### config.mk
export PLATFORM = sky130hd
export DESIGN_NAME = load_filter
export DESIGN_NICKNAME = d
export VERILOG_FILES = /design/src/rtl/load_filter_pkg.sv /design/src/rtl/sat_counter.sv /design/src/rtl/load_filter.sv
export SDC_FILE = /design/constraint.sdc
export NUM_CORES = 1
export LEC_CHECK = 0
export BUFFER_PORTS_ARGS = -buffer_cell sky130_fd_sc_hd__buf_4
export CAP_MARGIN = 10
export CORE_UTILIZATION = 46
export CTS_BUF_LIST = sky130_fd_sc_hd__clkbuf_2
export DETAILED_ROUTE_END_ITERATION = 8
export GPL_ROUTABILITY_DRIVEN = 0
export GPL_TIMING_DRIVEN = 0
export PLACE_DENSITY = 0.72
export SLEW_MARGIN = 20
export SYNTH_ARGS = -nofsm -noshare
export SYNTH_HDL_FRONTEND = slang
export SYNTH_SLANG_ARGS = --single-unit
export TNS_END_PERCENT = 1
### constraint.sdc
create_clock -name clk -period 2.3 [get_ports clk]
set_input_delay 0.345 -clock clk [delete_from_list [all_inputs] [get_ports clk]]
set_output_delay 0.345 -clock clk [all_outputs]
set_load 0.01 [all_outputs]
### src/rtl/load_filter_pkg.sv
// load_filter_pkg
//   Shared types and constants for the load filter and the enabled-register
//   test cases it feeds.
//   - lf_state_t : filter FSM state encoding
//   - LF_WIDTH   : default sample / D_IN width
//   - LF_CNT_W   : default statistics counter width
//   - sat_inc()  : increment that sticks at the all-ones value of a given width
package load_filter_pkg;

    localparam int LF_WIDTH = 8;
    localparam int LF_CNT_W = 16;

    typedef enum logic [1:0] {
        EMPTY = 2'd0,
        TRACK = 2'd1,
        IDLE  = 2'd2
    } lf_state_t;

    // Width-generic saturating increment; callers widen to 64 bits and
    // truncate the result back to their own width (width must be < 64).
    function automatic logic [63:0] sat_inc(input logic [63:0] value,
                                            input int unsigned width);
        logic [63:0] max_val;
        max_val = (64'd1 << width) - 64'd1;
        if (value >= max_val)
            return max_val;
        else
            return value + 64'd1;
    endfunction

endpackage

### src/rtl/sat_counter.sv
// sat_counter
//   Up-counter that saturates at 2^CNT_W-1 instead of wrapping.
//   clk   : clock, rising edge
//   rst   : synchronous active-high clear
//   inc   : count one event this cycle
//   count : current count
module sat_counter
    import load_filter_pkg::*;
#(
    parameter int CNT_W = LF_CNT_W
) (
    input  logic             clk,
    input  logic             rst,
    input  logic             inc,
    output logic [CNT_W-1:0] count
);

    always_ff @(posedge clk) begin
        if (rst)
            count <= '0;
        else if (inc)
            count <= CNT_W'(sat_inc(64'(count), CNT_W));
    end

endmodule

### src/rtl/load_filter.sv
// load_filter
//   Sits in front of an enabled register and only pulses its load enable
//   when an accepted sample differs from the last value loaded, so the
//   register's clock can stay gated through runs of repeated samples.
//   Also raises an idle hint after IDLE_CYCLES load-free cycles and keeps
//   load / suppression statistics.
//
//   clk        : clock, rising edge
//   rst        : synchronous active-high reset
//   in_valid   : sample present
//   in_data    : sample value
//   in_ready   : sample accepted this cycle (= ~hold)
//   hold       : downstream stall, blocks acceptance
//   invalidate : forget the shadow; next accepted sample always loads
//   D_IN       : data to downstream register (last loaded value)
//   en         : one-cycle load enable per load
//   idle       : no load for at least IDLE_CYCLES cycles
//   load_cnt   : loads issued (saturating)
//   supp_cnt   : accepted samples suppressed (saturating)
//
//   state | meaning
//   ------+-----------------------------------------------------------
//   EMPTY | shadow invalid; next accepted sample loads, no idle timing
//   TRACK | shadow valid; idle timer running down between loads
//   IDLE  | timer expired, idle=1; held until a load or invalidate
module load_filter
    import load_filter_pkg::*;
#(
    parameter int WIDTH       = LF_WIDTH,
    parameter int CNT_W       = LF_CNT_W,
    parameter int IDLE_CYCLES = 4
) (
    input  logic             clk,
    input  logic             rst,
    input  logic             in_valid,
    input  logic [WIDTH-1:0] in_data,
    output logic             in_ready,
    input  logic             hold,
    input  logic             invalidate,
    output logic [WIDTH-1:0] D_IN,
    output logic             en,
    output logic             idle,
    output logic [CNT_W-1:0] load_cnt,
    output logic [CNT_W-1:0] supp_cnt
);

    localparam int TMR_W = (IDLE_CYCLES > 2) ? $clog2(IDLE_CYCLES) : 1;
    localparam logic [TMR_W-1:0] TMR_RELOAD = TMR_W'(IDLE_CYCLES - 1);

    lf_state_t        state;
    logic [WIDTH-1:0] shadow;
    logic [TMR_W-1:0] idle_tmr;
    logic             accept;
    logic             load;
    logic             suppress;

    assign in_ready = ~hold;
    assign accept   = in_valid & in_ready;

    // The shadow is only meaningful outside EMPTY, so state doubles as the
    // shadow-valid flag.
    assign load     = accept & ((state == EMPTY) | (in_data != shadow) | invalidate);
    assign suppress = accept & ~load;

    // Idle timer is a down-counter reloaded on every load; reaching zero on a
    // load-free cycle means IDLE_CYCLES load-free cycles have elapsed.
    always_ff @(posedge clk) begin
        if (rst) begin
            state    <= EMPTY;
            shadow   <= '0;
            idle_tmr <= '0;
            D_IN     <= '0;
            en       <= 1'b0;
            idle     <= 1'b0;
        end else begin
            en <= load;
            if (load) begin
                D_IN   <= in_data;
                shadow <= in_data;
            end

            case (state)
                EMPTY: begin
                    idle <= 1'b0;
                    if (load) begin
                        state    <= TRACK;
                        idle_tmr <= TMR_RELOAD;
                    end
                end
                TRACK: begin
                    if (load) begin
                        idle_tmr <= TMR_RELOAD;
                        idle     <= 1'b0;
                    end else if (invalidate) begin
                        state <= EMPTY;
                        idle  <= 1'b0;
                    end else if (idle_tmr == '0) begin
                        state <= IDLE;
                        idle  <= 1'b1;
                    end else begin
                        idle_tmr <= idle_tmr - 1'b1;
                        idle     <= 1'b0;
                    end
                end
                IDLE: begin
                    if (load) begin
                        state    <= TRACK;
                        idle_tmr <= TMR_RELOAD;
                        idle     <= 1'b0;
                    end else if (invalidate) begin
                        state <= EMPTY;
                        idle  <= 1'b0;
                    end else begin
                        idle <= 1'b1;
                    end
                end
                default: begin
                    state <= EMPTY;
                    idle  <= 1'b0;
                end
            endcase
        end
    end

    sat_counter #(.CNT_W(CNT_W)) u_load_cnt (
        .clk   (clk),
        .rst   (rst),
        .inc   (load),
        .count (load_cnt)
    );

    sat_counter #(.CNT_W(CNT_W)) u_supp_cnt (
        .clk   (clk),
        .rst   (rst),
        .inc   (suppress),
        .count (supp_cnt)
    );

endmodule

Word-level counts from Yosys, hierarchy flattened
Cells that the tools add are included.
W data, S select, Z words.

cells by class
  divide/modulo/power cells = 0
  $lt $le $gt $ge = 2
  bitwise operators = 7
  reductions and logical operators = 6
  equality and inequality tests = 10
  add/sub/neg operators = 3
  muxes and demuxes = 20
  shift operators = 0
  $mul = 0

operators with widths
  operator                 number
  $add A16 B1 Y16 const B  2
  $ge A16 B16 Y1 const B   2
  $mux W16                 2
  $mux W2                  10
  $ne A3 B3 Y1 const B     4
  $ne A8 B8 Y1             1
  $reduce_and A4 Y1        2
  $pmux W2 S3              1
  $mux W1                  5
  $logic_not A2 Y1         2
  $ne A2 B2 Y1 const B     2
  $pmux W2 S2              1
  $and A1 B1 Y1            3
  $eq A2 B1 Y1 const B     1
  $eq A2 B2 Y1 const B     1
  $ne A2 B1 Y1 const B     1
  $not A1 Y1               2
  $or A1 B1 Y1             2
  $pmux W1 S2              1
  $reduce_bool A2 Y1       1
  $reduce_or A2 Y1         1
  $sub A2 B1 Y2 const B    1

word-level totals
  memories = 0
  input bits = 13
  bits in read-only memories = 0
  bits in latches = 0
  register bits after elaboration = 46
  RAM bits = 0

Depth between registers and ports, before layout
  depth in word-level cells = 6
  gate-level depth with buffers = 8
  mapped depth without buffers = 8

Hierarchy
A second synthesis with hierarchy kept.

second synthesis, totals
  cells, all modules = 251
  area, all modules = 2282.2 um^2

by module, submodules not included
  module       area each (um^2)  seq. area each (um^2)  cells an instance  times used
  sat_counter  762.0             320.3                  81                 2
  load_filter  758.2             280.3                  89                 1

Least setup slack after synthesis
No wires, ideal clock.

  kind = register -> register
  start = register state[0]
  end = register u_supp_cnt.count[12]
  path buffers = 1
  arrival time = 2.017 ns
  path slack = 0.149 ns
  setup time = 0.134 ns
  period minus slack after synthesis = 2.151 ns
  stages on the path, launching flop included = 9
  data required time = 2.166 ns
  path through = dfxtp_1 inv_1 ha_1 or3_4 nor4_4 buf_4 nand4_1 nor3_1 a211oi_1

on the way
  longest elaborated chain between the ends = 6

ends and longest elaborated chain
  what                        RTL line           source
  start: declaration          load_filter.sv:50  lf_state_t state;
  start signal: assignment    load_filter.sv:69  state <= EMPTY;
  start signal: assignment    load_filter.sv:86  state <= TRACK;
  start signal: assignment    load_filter.sv:95  state <= EMPTY;
  $logic_not A2 Y1            load_filter.sv:62  assign load = accept & ((state == EMPTY) | (in_data != shadow) | invalidate);
  $or A1 B1 Y1 (2 in series)  load_filter.sv:62
  $and A1 B1 Y1               load_filter.sv:62
  $not A1 Y1                  load_filter.sv:63  assign suppress = accept & ~load;
  $and A1 B1 Y1               load_filter.sv:63
  end signal: assignment      sat_counter.sv:22  count <= CNT_W'(sat_inc(64'(count), CNT_W));
  end: declaration            sat_counter.sv:15  output logic [CNT_W-1:0] count

No other way between the ends.
A chain may end at the register's enable or synchronous reset.

Worst setup path after layout
  start = register state[1]
  end = register u_supp_cnt.count[12]

Same word-level chain as after synthesis.

==> metrics.csv <==
stage;metric;value;unit
finish;regArea;926;sq um
synthesis;synthFlopType;dfxtp_1;
critical_path;crit_type;reg -> reg;
synthesis;syn_inst;285;
synthesis;avgSynthCellArea;8.24;sq um
outcome;status;finished, final reports clean;
finish;nets;367;
power;p_leak;1.19;nW
synthesis;synth_cell_types;40;
timing;setup_viol;0;
route;ant_nets;0;
finish;finalInstanceArea;2930;sq um
power;p_per_area;469;nW/um^2
clocking;cts.clk_slew.worst_paths;0.22;ns
finish;nFillCells;471;
route;drt_wl_total;5.26;mm
job;maxCapViolCount;0;
timing;fin_tns_setup;0;ns
critical_path;cp_max_fo;10;
min_path;worstHoldPathType;in -> reg;
synthesis;yosysSeqAreaShare;39.2;%
timing;fin_crit;2.16;ns
global_routing;grt_max_degree;14;
clocking;holdBufCountCts;0;
critical_path;end_kind;flip-flop;
global_routing;grt_usage;21.0;%
clocking;cts_buffers;5;
clocking;clk_latency;0.40;ns
critical_path;arrival;2.47;ns
global_routing;grt_overflow;0;
placement;placed_area;2840;sq um
clocking;cts.sinks;46;
timing;clock_skew;0.00738;ns
finish;layout-drive-gt1-share;21.6;%
global_routing;grt_pass1_wl;8.88;mm
timing;rsz0062_at_grt;yes;
synthesis;async_flop_share;0;%
critical_path;start_kind;flip-flop;
floorplan;die_x;73.5;um
synthesis;yosysWarnings;0;
power;ir_drop;0.000420;V
timing;timing.hold.ws;0.172;ns
floorplan;design.die.area;5400;sq um
timing;fin_crit_sh;94.0;%
floorplan;fp-row-count;25;
synthesis;synth-edff-count;0;
placement;dp_slack;-0.157;ns
timing;finalMaxSlewViolations;0;
finish;syn_to_final_growth;24.5;%
synthesis;ys_ff_latch;46;
timing;fin_ws;0.139;ns
route;wire_per_inst;12.7;um
clocking;cts_root_buffer;clkbuf_2;
floorplan;design.core.area;4820;sq um
timing;hold_viol_final;0;
placement;io_buffers;54;
clocking;ctsLongestPathBuffers;2;
synthesis;syn_nets;305;
critical_path;worstPathRequired;2.61;ns
synthesis;syn_area;2350;sq um
route;drt-pass1-iter-count;4;
placement;place_hpwl;3.87;mm
finish;multi_input_area;1370;sq um
route;detail_route.iter0.violations;85;
clocking;cts.htree.levels;2;
timing;relSlewSlack;64.2;%
route;vias_per_cell;5.35;
finish;diodes;0;
timing;worst_pin_slew;0.537;ns
floorplan;start_util;48.8;%
timing;max_freq;0.463;GHz
floorplan;dieHeight;73.5;um
global_routing;antenna_found_initial;0;
route;drc;0;
floorplan;ios;56;
clocking;cts_tree;built;
route;dr_total_vias;2219;
global_routing;grt_pass1_vias;1992;
## cell usage after synthesis (2+ instances only)
library cell	number	share of area [%]
o21ai_0	13	2.8
a41o_1	2	0.85
buf_1	2	0.32
and3_1	10	2.7
and4_1	5	1.9
xnor2_1	10	3.7
nand4_1	9	2.4
xor2_1	10	3.7
a311oi_1	4	1.5
clkbuf_1	11	1.8
a31oi_1	2	0.53
inv_1	7	1.1
nor2b_1	2	0.53
a211oi_1	7	2.2
ha_1	7	3.7
nor3_1	8	1.7
dfxtp_1	46	39
mux2i_1	7	3.0
nand2_1	37	5.9
and2_1	4	1.1
or3_1	3	0.80
a21oi_1	20	4.3
nor2_1	26	4.2
nor4_1	4	1.1
nand2b_1	3	0.80
nand3_1	11	2.3
o21a_1	2	0.64
## metal layers
metal | GRT usage, % | share of wire (%) | vias up
met5 | 0 | 0 | -
met4 | 6.84 | 1.4 | 0
met3 | 4.39 | 4.0 | 7
met2 | 34.8 | 47 | 51
met1 | 27.1 | 48 | 1015
li1 | - | - | 1146
## registers in the layout, summed over array words and instances, names as in the netlist
| register | count |
|---|---|
| en | 1 |
| idle | 1 |
| idle_tmr | 2 |
| shadow | 8 |
| state | 2 |
| u_load_cnt.count | 16 |
| u_supp_cnt.count | 16 |
## kinds of logic (layout without fill, tap and decap cells)
| group | after synthesis | count (layout) | synth area share, % |
|---|---|---|---|
| DFF | 46 | 46 | 39.2 |
| buffers and inverters | 22 | 85 | 3.73 |
| adders and majority gates | 7 | 7 | 3.73 |
| xor gates and xnor gates | 20 | 20 | 7.45 |
| AOI/OAI and AO/OA | 54 | 54 | 14.2 |
| and+or+nand+nor | 129 | 129 | 28.7 |
| muxes | 7 | 7 | 2.98 |
## report_power, final
group | internal, W | leakage (nW) | switching, W | total (W)
logic | 0.0000859 | 0.790 | 0.000111 | 0.000197
registers | 0.000822 | 0.374 | 0.0000225 | 0.000844
clock network | 0.0000749 | 0.0304 | 0.000255 | 0.000330
total | 0.000982 | 1.19 | 0.000389 | 0.00137
## metrics by stage
step	total power (W)	std cells	util [%]
after floorplan	0.000979	285	-
after global placement	0.00104	406	58.9
after detailed placement	0.00105	406	58.9
after CTS	0.00138	415	60.1
after global routing	0.00145	415	60.8
final	0.00137	415	60.8
## repair_timing
| action | in CTS | in global routing |
|---|---|---|
| buffers inserted | 1 | 0 |
| gates resized for setup | 3 | 8 |
| cloned | 0 | 0 |
| endpoints found under the setup margin | 29 | 27 |
| pin swaps | 1 | 0 |
## placed cells by master (no fill, tap or decap), types with 3 or more instances in the layout
| master | instances |
|---|---|
| or3_1 | 3 |
| xnor2_1 | 10 |
| dfxtp_1 | 44 |
| inv_1 | 7 |
| nand2_1 | 37 |
| a21oi_1 | 20 |
| xor2_1 | 10 |
| o21ai_0 | 13 |
| nor4_1 | 4 |
| a311oi_1 | 4 |
| ha_1 | 7 |
| nand4_1 | 9 |
| mux2i_1 | 7 |
| clkbuf_2 | 7 |
| buf_4 | 57 |
| nor3_1 | 7 |
| nor2_1 | 26 |
| nand2b_1 | 3 |
| nand3_1 | 11 |
| and4_1 | 5 |
| clkbuf_1 | 10 |
| and2_1 | 4 |
| a211oi_1 | 6 |
| and3_1 | 10 |
## worst max-delay path, cell delays in order, from the launching register on
cell,delay [ns]
dfxtp_2,0.43
inv_1,0.08
ha_1,0.24
or3_4,0.43
nor4_4,0.13
buf_4,0.19
buf_4,0.19
nand4_1,0.16
nor3_2,0.17
a211oi_2,0.06
## layout make-up
type | instances | area share, %
plain buffers | 15 | 2.22
clock buffers | 6 | 1.03
clock inverters | 2 | 0.299
inverters | 7 | 0.898
multi-input cells | 217 | 46.9
flip-flops and latches | 46 | 31.6
well taps | 67 | 2.86
repair buffers | 55 | 14.1
## final timing paths
check / from / to / slack, ns / cells after the start
setup reg to reg: state[1] / u_supp_cnt.count[12] / 0.14 / 9
hold / removal: in_data[3] / shadow[3] / 0.17 / 3
setup / recovery: state[1] / u_supp_cnt.count[12] / 0.14 / 9
hold reg to reg: idle_tmr[0] / idle_tmr[0] / 0.48 / 1
No activity file was read; power rests on OpenSTA's default activity.
